<file path="src/rtl/ptp_trig_pkg.sv">
// Shared PTP time type, trigger FSM states and time arithmetic helpers.
// Time is {sec[47:0], ns[31:0]}; ns is always below the wrap value.
package ptp_trig_pkg;

    localparam logic [31:0] NS_PER_SEC = 32'd1_000_000_000;

    typedef struct packed {
        logic [47:0] sec;
        logic [31:0] ns;
    } ptp_time_t;

    typedef enum logic [1:0] {
        IDLE      = 2'd0,
        WAIT_RISE = 2'd1,
        HIGH      = 2'd2
    } trig_state_t;

    // a + delta ns; delta <= wrap so at most one carry into seconds
    function automatic ptp_time_t time_add(
        input ptp_time_t   a,
        input logic [31:0] delta,
        input logic [31:0] wrap
    );
        logic [32:0] sum;
        logic [32:0] dif;
        ptp_time_t   r;
        sum = {1'b0, a.ns} + {1'b0, delta};
        dif = sum - {1'b0, wrap};
        r   = a;
        if (sum >= {1'b0, wrap}) begin
            r.ns  = dif[31:0];
            r.sec = a.sec + 48'd1;
        end else begin
            r.ns  = sum[31:0];
        end
        return r;
    endfunction

    // unsigned 80-bit a >= b
    function automatic logic time_ge(
        input ptp_time_t a,
        input ptp_time_t b
    );
        return {a.sec, a.ns} >= {b.sec, b.ns};
    endfunction

endpackage

</file>
<file path="src/rtl/ptp_ts_fifo.sv">
// First-word-fall-through timestamp FIFO with sticky overflow flag.
// Ports: wr_en/wr_data push, rd_en pops head rd_data; full, empty, ovf(+ovf_clr).
module ptp_ts_fifo
    import ptp_trig_pkg::*;
#(
    parameter int DEPTH = 4
) (
    input  logic      clk,
    input  logic      rst,
    input  logic      wr_en,
    input  ptp_time_t wr_data,
    input  logic      rd_en,
    output ptp_time_t rd_data,
    output logic      full,
    output logic      empty,
    output logic      ovf,
    input  logic      ovf_clr
);

    localparam int AW = $clog2(DEPTH);

    ptp_time_t   mem [DEPTH];
    logic [AW:0] wptr;
    logic [AW:0] rptr;
    logic        do_rd;
    logic        do_wr;
    logic        drop;

    assign empty = (wptr == rptr);
    assign full  = (wptr[AW] != rptr[AW]) &&
                   (wptr[AW-1:0] == rptr[AW-1:0]);

    // a pop frees the slot the write lands in, so both go through when full
    assign do_rd = rd_en && !empty;
    assign do_wr = wr_en && (!full || do_rd);
    assign drop  = wr_en && full && !do_rd;

    assign rd_data = empty ? '0 : mem[rptr[AW-1:0]];

    always_ff @(posedge clk) begin
        if (do_wr) begin
            mem[wptr[AW-1:0]] <= wr_data;
        end
    end

    always_ff @(posedge clk) begin
        if (!rst) begin
            wptr <= '0;
            rptr <= '0;
            ovf  <= 1'b0;
        end else begin
            if (do_wr) wptr <= wptr + 1'b1;
            if (do_rd) rptr <= rptr + 1'b1;
            // a new drop wins over a clear in the same cycle
            if (drop)         ovf <= 1'b1;
            else if (ovf_clr) ovf <= 1'b0;
        end
    end

endmodule

</file>
<file path="src/rtl/ptp_trig_gen.sv">
// PTP-aligned programmable pulse train plus event timestamp capture.
// Ports: time_ptp_*, cfg_*/arm/disarm in; trig_* status out; evt_* FIFO side.
module ptp_trig_gen #(
    parameter logic [31:0] NS_PER_SEC = ptp_trig_pkg::NS_PER_SEC,
    parameter int          EVT_DEPTH  = 4,
    parameter int          CNT_W      = 16
) (
    input  logic              clk,
    input  logic              rst,
    input  logic [47:0]       time_ptp_sec,
    input  logic [31:0]       time_ptp_ns,
    input  logic              cfg_ld,
    input  logic [47:0]       cfg_target_sec,
    input  logic [31:0]       cfg_target_ns,
    input  logic [31:0]       cfg_period_ns,
    input  logic [31:0]       cfg_width_ns,
    input  logic [CNT_W-1:0]  cfg_count,
    input  logic              arm,
    input  logic              disarm,
    output logic              trig_out,
    output logic              trig_busy,
    output logic              trig_done,
    output logic              trig_late,
    output logic              cfg_err,
    input  logic              evt_in,
    input  logic              evt_rd_en,
    output logic [79:0]       evt_ts_out,
    output logic              evt_empty,
    output logic              evt_ovf,
    input  logic              evt_ovf_clr
);

    import ptp_trig_pkg::*;

    localparam logic [CNT_W-1:0] CNT_ONE = 1;

    trig_state_t      state;
    ptp_time_t        now;
    ptp_time_t        tgt_q;
    ptp_time_t        rise_t;
    ptp_time_t        fall_t;
    logic [31:0]      period_q;
    logic [31:0]      width_q;
    logic [CNT_W-1:0] count_q;
    logic [CNT_W-1:0] remaining;
    logic             cfg_ok;
    logic             evt_prev;
    logic             evt_edge;
    logic             evt_full;
    ptp_time_t        evt_head;

    assign now.sec = time_ptp_sec;
    assign now.ns  = time_ptp_ns;

    assign cfg_ok = (period_q != 32'd0) && (period_q <= NS_PER_SEC) &&
                    (width_q != 32'd0) && (width_q < period_q);

    assign trig_busy = (state != IDLE);

    always_ff @(posedge clk) begin
        if (!rst) begin
            state     <= IDLE;
            tgt_q     <= '0;
            rise_t    <= '0;
            fall_t    <= '0;
            period_q  <= '0;
            width_q   <= '0;
            count_q   <= '0;
            remaining <= '0;
            trig_out  <= 1'b0;
            trig_done <= 1'b0;
            trig_late <= 1'b0;
            cfg_err   <= 1'b0;
        end else begin
            trig_done <= 1'b0;
            if (cfg_ld && state == IDLE) begin
                tgt_q    <= '{sec: cfg_target_sec, ns: cfg_target_ns};
                period_q <= cfg_period_ns;
                width_q  <= cfg_width_ns;
                count_q  <= cfg_count;
            end
            if (disarm) begin
                state    <= IDLE;
                trig_out <= 1'b0;
            end else begin
                case (state)
                    IDLE: begin
                        if (arm && !cfg_ok) begin
                            cfg_err <= 1'b1;
                        end else if (arm) begin
                            rise_t    <= tgt_q;
                            remaining <= count_q;
                            cfg_err   <= 1'b0;
                            trig_late <= time_ge(now, tgt_q);
                            state     <= WAIT_RISE;
                        end
                    end
                    WAIT_RISE: begin
                        if (time_ge(now, rise_t)) begin
                            trig_out <= 1'b1;
                            fall_t   <= time_add(rise_t, width_q, NS_PER_SEC);
                            rise_t   <= time_add(rise_t, period_q, NS_PER_SEC);
                            state    <= HIGH;
                        end
                    end
                    HIGH: begin
                        if (time_ge(now, fall_t)) begin
                            trig_out <= 1'b0;
                            // count 0 runs forever: remaining never moves
                            if (count_q != '0) begin
                                remaining <= remaining - CNT_ONE;
                            end
                            if (count_q != '0 && remaining == CNT_ONE) begin
                                trig_done <= 1'b1;
                                state     <= IDLE;
                            end else begin
                                state     <= WAIT_RISE;
                            end
                        end
                    end
                    default: begin
                        state    <= IDLE;
                        trig_out <= 1'b0;
                    end
                endcase
            end
        end
    end

    always_ff @(posedge clk) begin
        if (!rst) evt_prev <= 1'b0;
        else      evt_prev <= evt_in;
    end

    assign evt_edge = evt_in && !evt_prev;

    ptp_ts_fifo #(
        .DEPTH(EVT_DEPTH)
    ) u_fifo (
        .clk    (clk),
        .rst    (rst),
        .wr_en  (evt_edge),
        .wr_data(now),
        .rd_en  (evt_rd_en),
        .rd_data(evt_head),
        .full   (evt_full),
        .empty  (evt_empty),
        .ovf    (evt_ovf),
        .ovf_clr(evt_ovf_clr)
    );

    assign evt_ts_out = {evt_head.sec, evt_head.ns};

endmodule

</file>
<file path="config.mk">
export PLATFORM = sky130hd
export DESIGN_NAME = ptp_trig_gen
export DESIGN_NICKNAME = d
export VERILOG_FILES = /design/src/rtl/ptp_trig_pkg.sv /design/src/rtl/ptp_ts_fifo.sv /design/src/rtl/ptp_trig_gen.sv
export SDC_FILE = /design/constraint.sdc
export NUM_CORES = 2
export LEC_CHECK = 0
export ABC_AREA = 1
export BUFFER_PORTS_ARGS = -buffer_cell sky130_fd_sc_hd__buf_4
export CORE_MARGIN = 8
export CORE_UTILIZATION = 45
export CTS_BUF_LIST = sky130_fd_sc_hd__clkbuf_16
export CTS_CLUSTER_SIZE = 8
export DETAILED_ROUTE_END_ITERATION = 7
export PLACE_DENSITY = 0.74
export SLEW_MARGIN = 20
export SYNTH_ARGS = -nofsm -noshare
export SYNTH_HDL_FRONTEND = slang
export SYNTH_SLANG_ARGS = --single-unit
export TNS_END_PERCENT = 5
</file>
<file path="constraint.sdc">
create_clock -name clk -period 7.9 [get_ports clk]
set_input_delay 1.185 -clock clk [delete_from_list [all_inputs] [get_ports clk]]
set_output_delay 1.185 -clock clk [all_outputs]
set_load 0.005 [all_outputs]
</file>
==> impl_metrics.toml <==
[detailed_routing]
drc_errors = 0
antenna_left = 0
drt-initial-drc-count = 3874
drtPass1Iterations = 7
wire_per_inst_um = 19.2
avgViaCountPerCell = 5.42
wirelength_um = 142000
route.vias.total = 39900

[pwr]
peakVddDrop_v = 0.000155
cellPowerDensity_nw_per_um2 = 226
p_leak_nw = 21.9

[logic_synthesis]
avgSynthCellArea_um2 = 7.29
synth_top_area_share_pct = 22.8
synth_cell_types = 55
syn_nets = 6389
synth_area_leaders = "edfxtp_1, dfxtp_1, nand2_1"
synth_seq_area_share_pct = 39.5
yosysWarnings = 0
ys_ff_latch = 672
syn_inst = 5794
syn_area_um2 = 42200
post-synth-top-area-cell = "edfxtp_1"

[sta]
holdWs_ns = 0.464
period_needed_ns = 5.14
relSlewSlack_pct = 24.7
max_freq_mhz = 194
drv_slew = 0
tns_ns = 0
tightest_slew_ns = 1.12
rsz0062_at_grt = "false"
fin_crit_sh_pct = 65.1
skew_ns = 0.0287
setup_viol = 0
hold_viol = 0

[global_route]
antenna_found_initial = 5
track_usage_pct = 26.1
grt_pass1_wl_um = 215000
gr-total-overflow = 0
grt_max_degree = 161
first_global_vias = 37000

[placement]
dp.cells = 7197
place_area_um2 = 45700
gp_congestion = 0.982
dpl.hpwl_um = 106000
io_buffers = 334

[floorplanning]
die_h_um = 322
row_count = 112
die-area_um2 = 104000
num_io_pins = 335
coreArea_um2 = 93200
start_util_pct = 45.3
dieWidth_um = 322

[final_layout]
layout_common_cells = "nand2_1, inv_1, nor2_1"
layout.cells.non_filler = 7364
layout_commonest_cell = "nand2_1"
fin_nets = 6636
areaGrowthSynthToFinish_pct = 15.0
layout.core_utilization_pct = 52.1
fin_area_um2 = 48500
drive_gt1_share_pct = 8.96

[cts]
clkLatencyLatePin_ns = 0.68
cts_buffer_depth = 3
numCtsBuffers = 96
cts_sinks = 672
root_buffer = "clkbuf_16"
cts_tree = "built"
cts_hold_buf = 0
clk_pin_slew_worst_paths_ns = 0.05
post-cts-setup-buffers = 0
cts-resized-gates = 0
htreeDepth = 3

[worst_hold_path]
hold_path_startpoint = "fall_t[77]"
hp-class = "reg2reg"

[setup_path]
startpoint = "rise_t[29]"
reg2reg_from = "rise_t[29]"
cp.arrival_ns = 5.70
crit_fanout = 74
worstSetupPathType = "reg2reg"
required_ns = 8.46
end_kind = "register"
start_kind = "register"

[run]
drv_cap = 0

[outcome]
outcome = "finished clean"
-- critical path, stage by stage, from the launching register on --
cell and delay, ns:
dfxtp_1 0.64, ha_1 0.38, inv_1 0.13, o21ai_0 0.14, a21oi_1 0.26, nand2_1 0.09
a21oi_1 0.29, nand2_1 0.10, nand2_1 0.07, nand2_1 0.14, inv_1 0.19, nand2_1 0.10
nor2_1 0.11, nand3_1 0.47, nand3_4 0.91, buf_4 0.61, nand2_1 0.10, nand2_1 0.08
nand3_1 0.06, nand2_1 0.11, inv_1 0.04
-- worst paths after layout --
check	to	depth (start not counted)	slack [ns]
setup / recovery	fall_t[21]	20	2.76
hold / removal	fall_t[77]	2	0.46
setup reg to reg	fall_t[21]	20	2.76
hold reg to reg	fall_t[77]	2	0.46
-- synthesized netlist by cell type (all sizes together) --
master and count:
o211ai 15, nand2 1241, o2111ai 6, o21bai 6, o21a 6, nor2 851
o22ai 2, mux2i 1, nand3 279, or2 5, nor4 35, and3 5
clkinv 6, o221ai 4, o31ai 3, a31oi 3, nand4 93, o21ai 439
a21o 1, nor4b 1, edfxtp 320, dfxtp 352, nor3b 3, inv 827
a21oi 496, fa 2, ha 345, buf 56, o31a 1, nand3b 9
a211oi 6, and2 10, clkbuf 156, xor2 67, xnor2 5, nor3 56
o32ai 80, a22oi 1
-- power breakdown --
group          switching [mW]  internal, mW
combinational            1.97          1.06
sequential              0.200          3.87
clock                    1.61          2.25
total                    3.78          7.18
-- flip-flops by register name, summed over array words and instances (netlist names), 2 cells and up, named ones only --
signal and flops:
u_fifo.rptr 3, rise_t 80, fall_t 80, state 2, count_q 16, width_q 32
u_fifo.mem 320, remaining 16, tgt_q 80, u_fifo.wptr 3, period_q 32
-- cells by family (layout without fill, tap and decap cells) --
| family | count (synthesis) | in the layout | synth area share, % |
|---|---|---|---|
| other cells | 0 | 5 | 0 |
| buf+inv | 1045 | 1356 | 9.57 |
| simple gates | 2588 | 2588 | 25.4 |
| compound gates | 1069 | 1069 | 13.8 |
| fa+ha+maj | 347 | 347 | 10.3 |
| flops | 672 | 672 | 39.5 |
| mux | 1 | 1 | 0.0237 |
| xor+xnor | 72 | 72 | 1.49 |
-- layer usage --
layer | vias to the layer above | wire (µm) | GRT usage [%]
li1 | 19600 | - | -
met1 | 18500 | 63300 | 37.0
met2 | 1534 | 61700 | 40.4
met3 | 255 | 11800 | 4.20
met4 | 2 | 4680 | 9.08
met5 | - | 11 | 0
-- stage by stage --
| stage | setup WS, ns | power, mW |
|---|---|---|
| 2_1_floorplan | 2.41 | 5.97 |
| 3_3_place_gp | 2.80 | 7.06 |
| 3_5_place_dp | 2.69 | 7.11 |
| 4_1_cts | 2.92 | 11.0 |
| 5_1_grt | 2.37 | 11.5 |
| 6_report | 2.76 | 11.0 |
-- layout make-up --
class                   count  area (µm²)
fillers                  9027       44600
inverters                 833        3130
clock inverters            66         438
well taps                1254        1570
multi-input cells        4077       21600
flip-flops and latches    672       16700
diodes                      5        12.5
clock buffers              96        2400
repair buffers            361        2740
No activity file was read; power rests on OpenSTA's default activity.
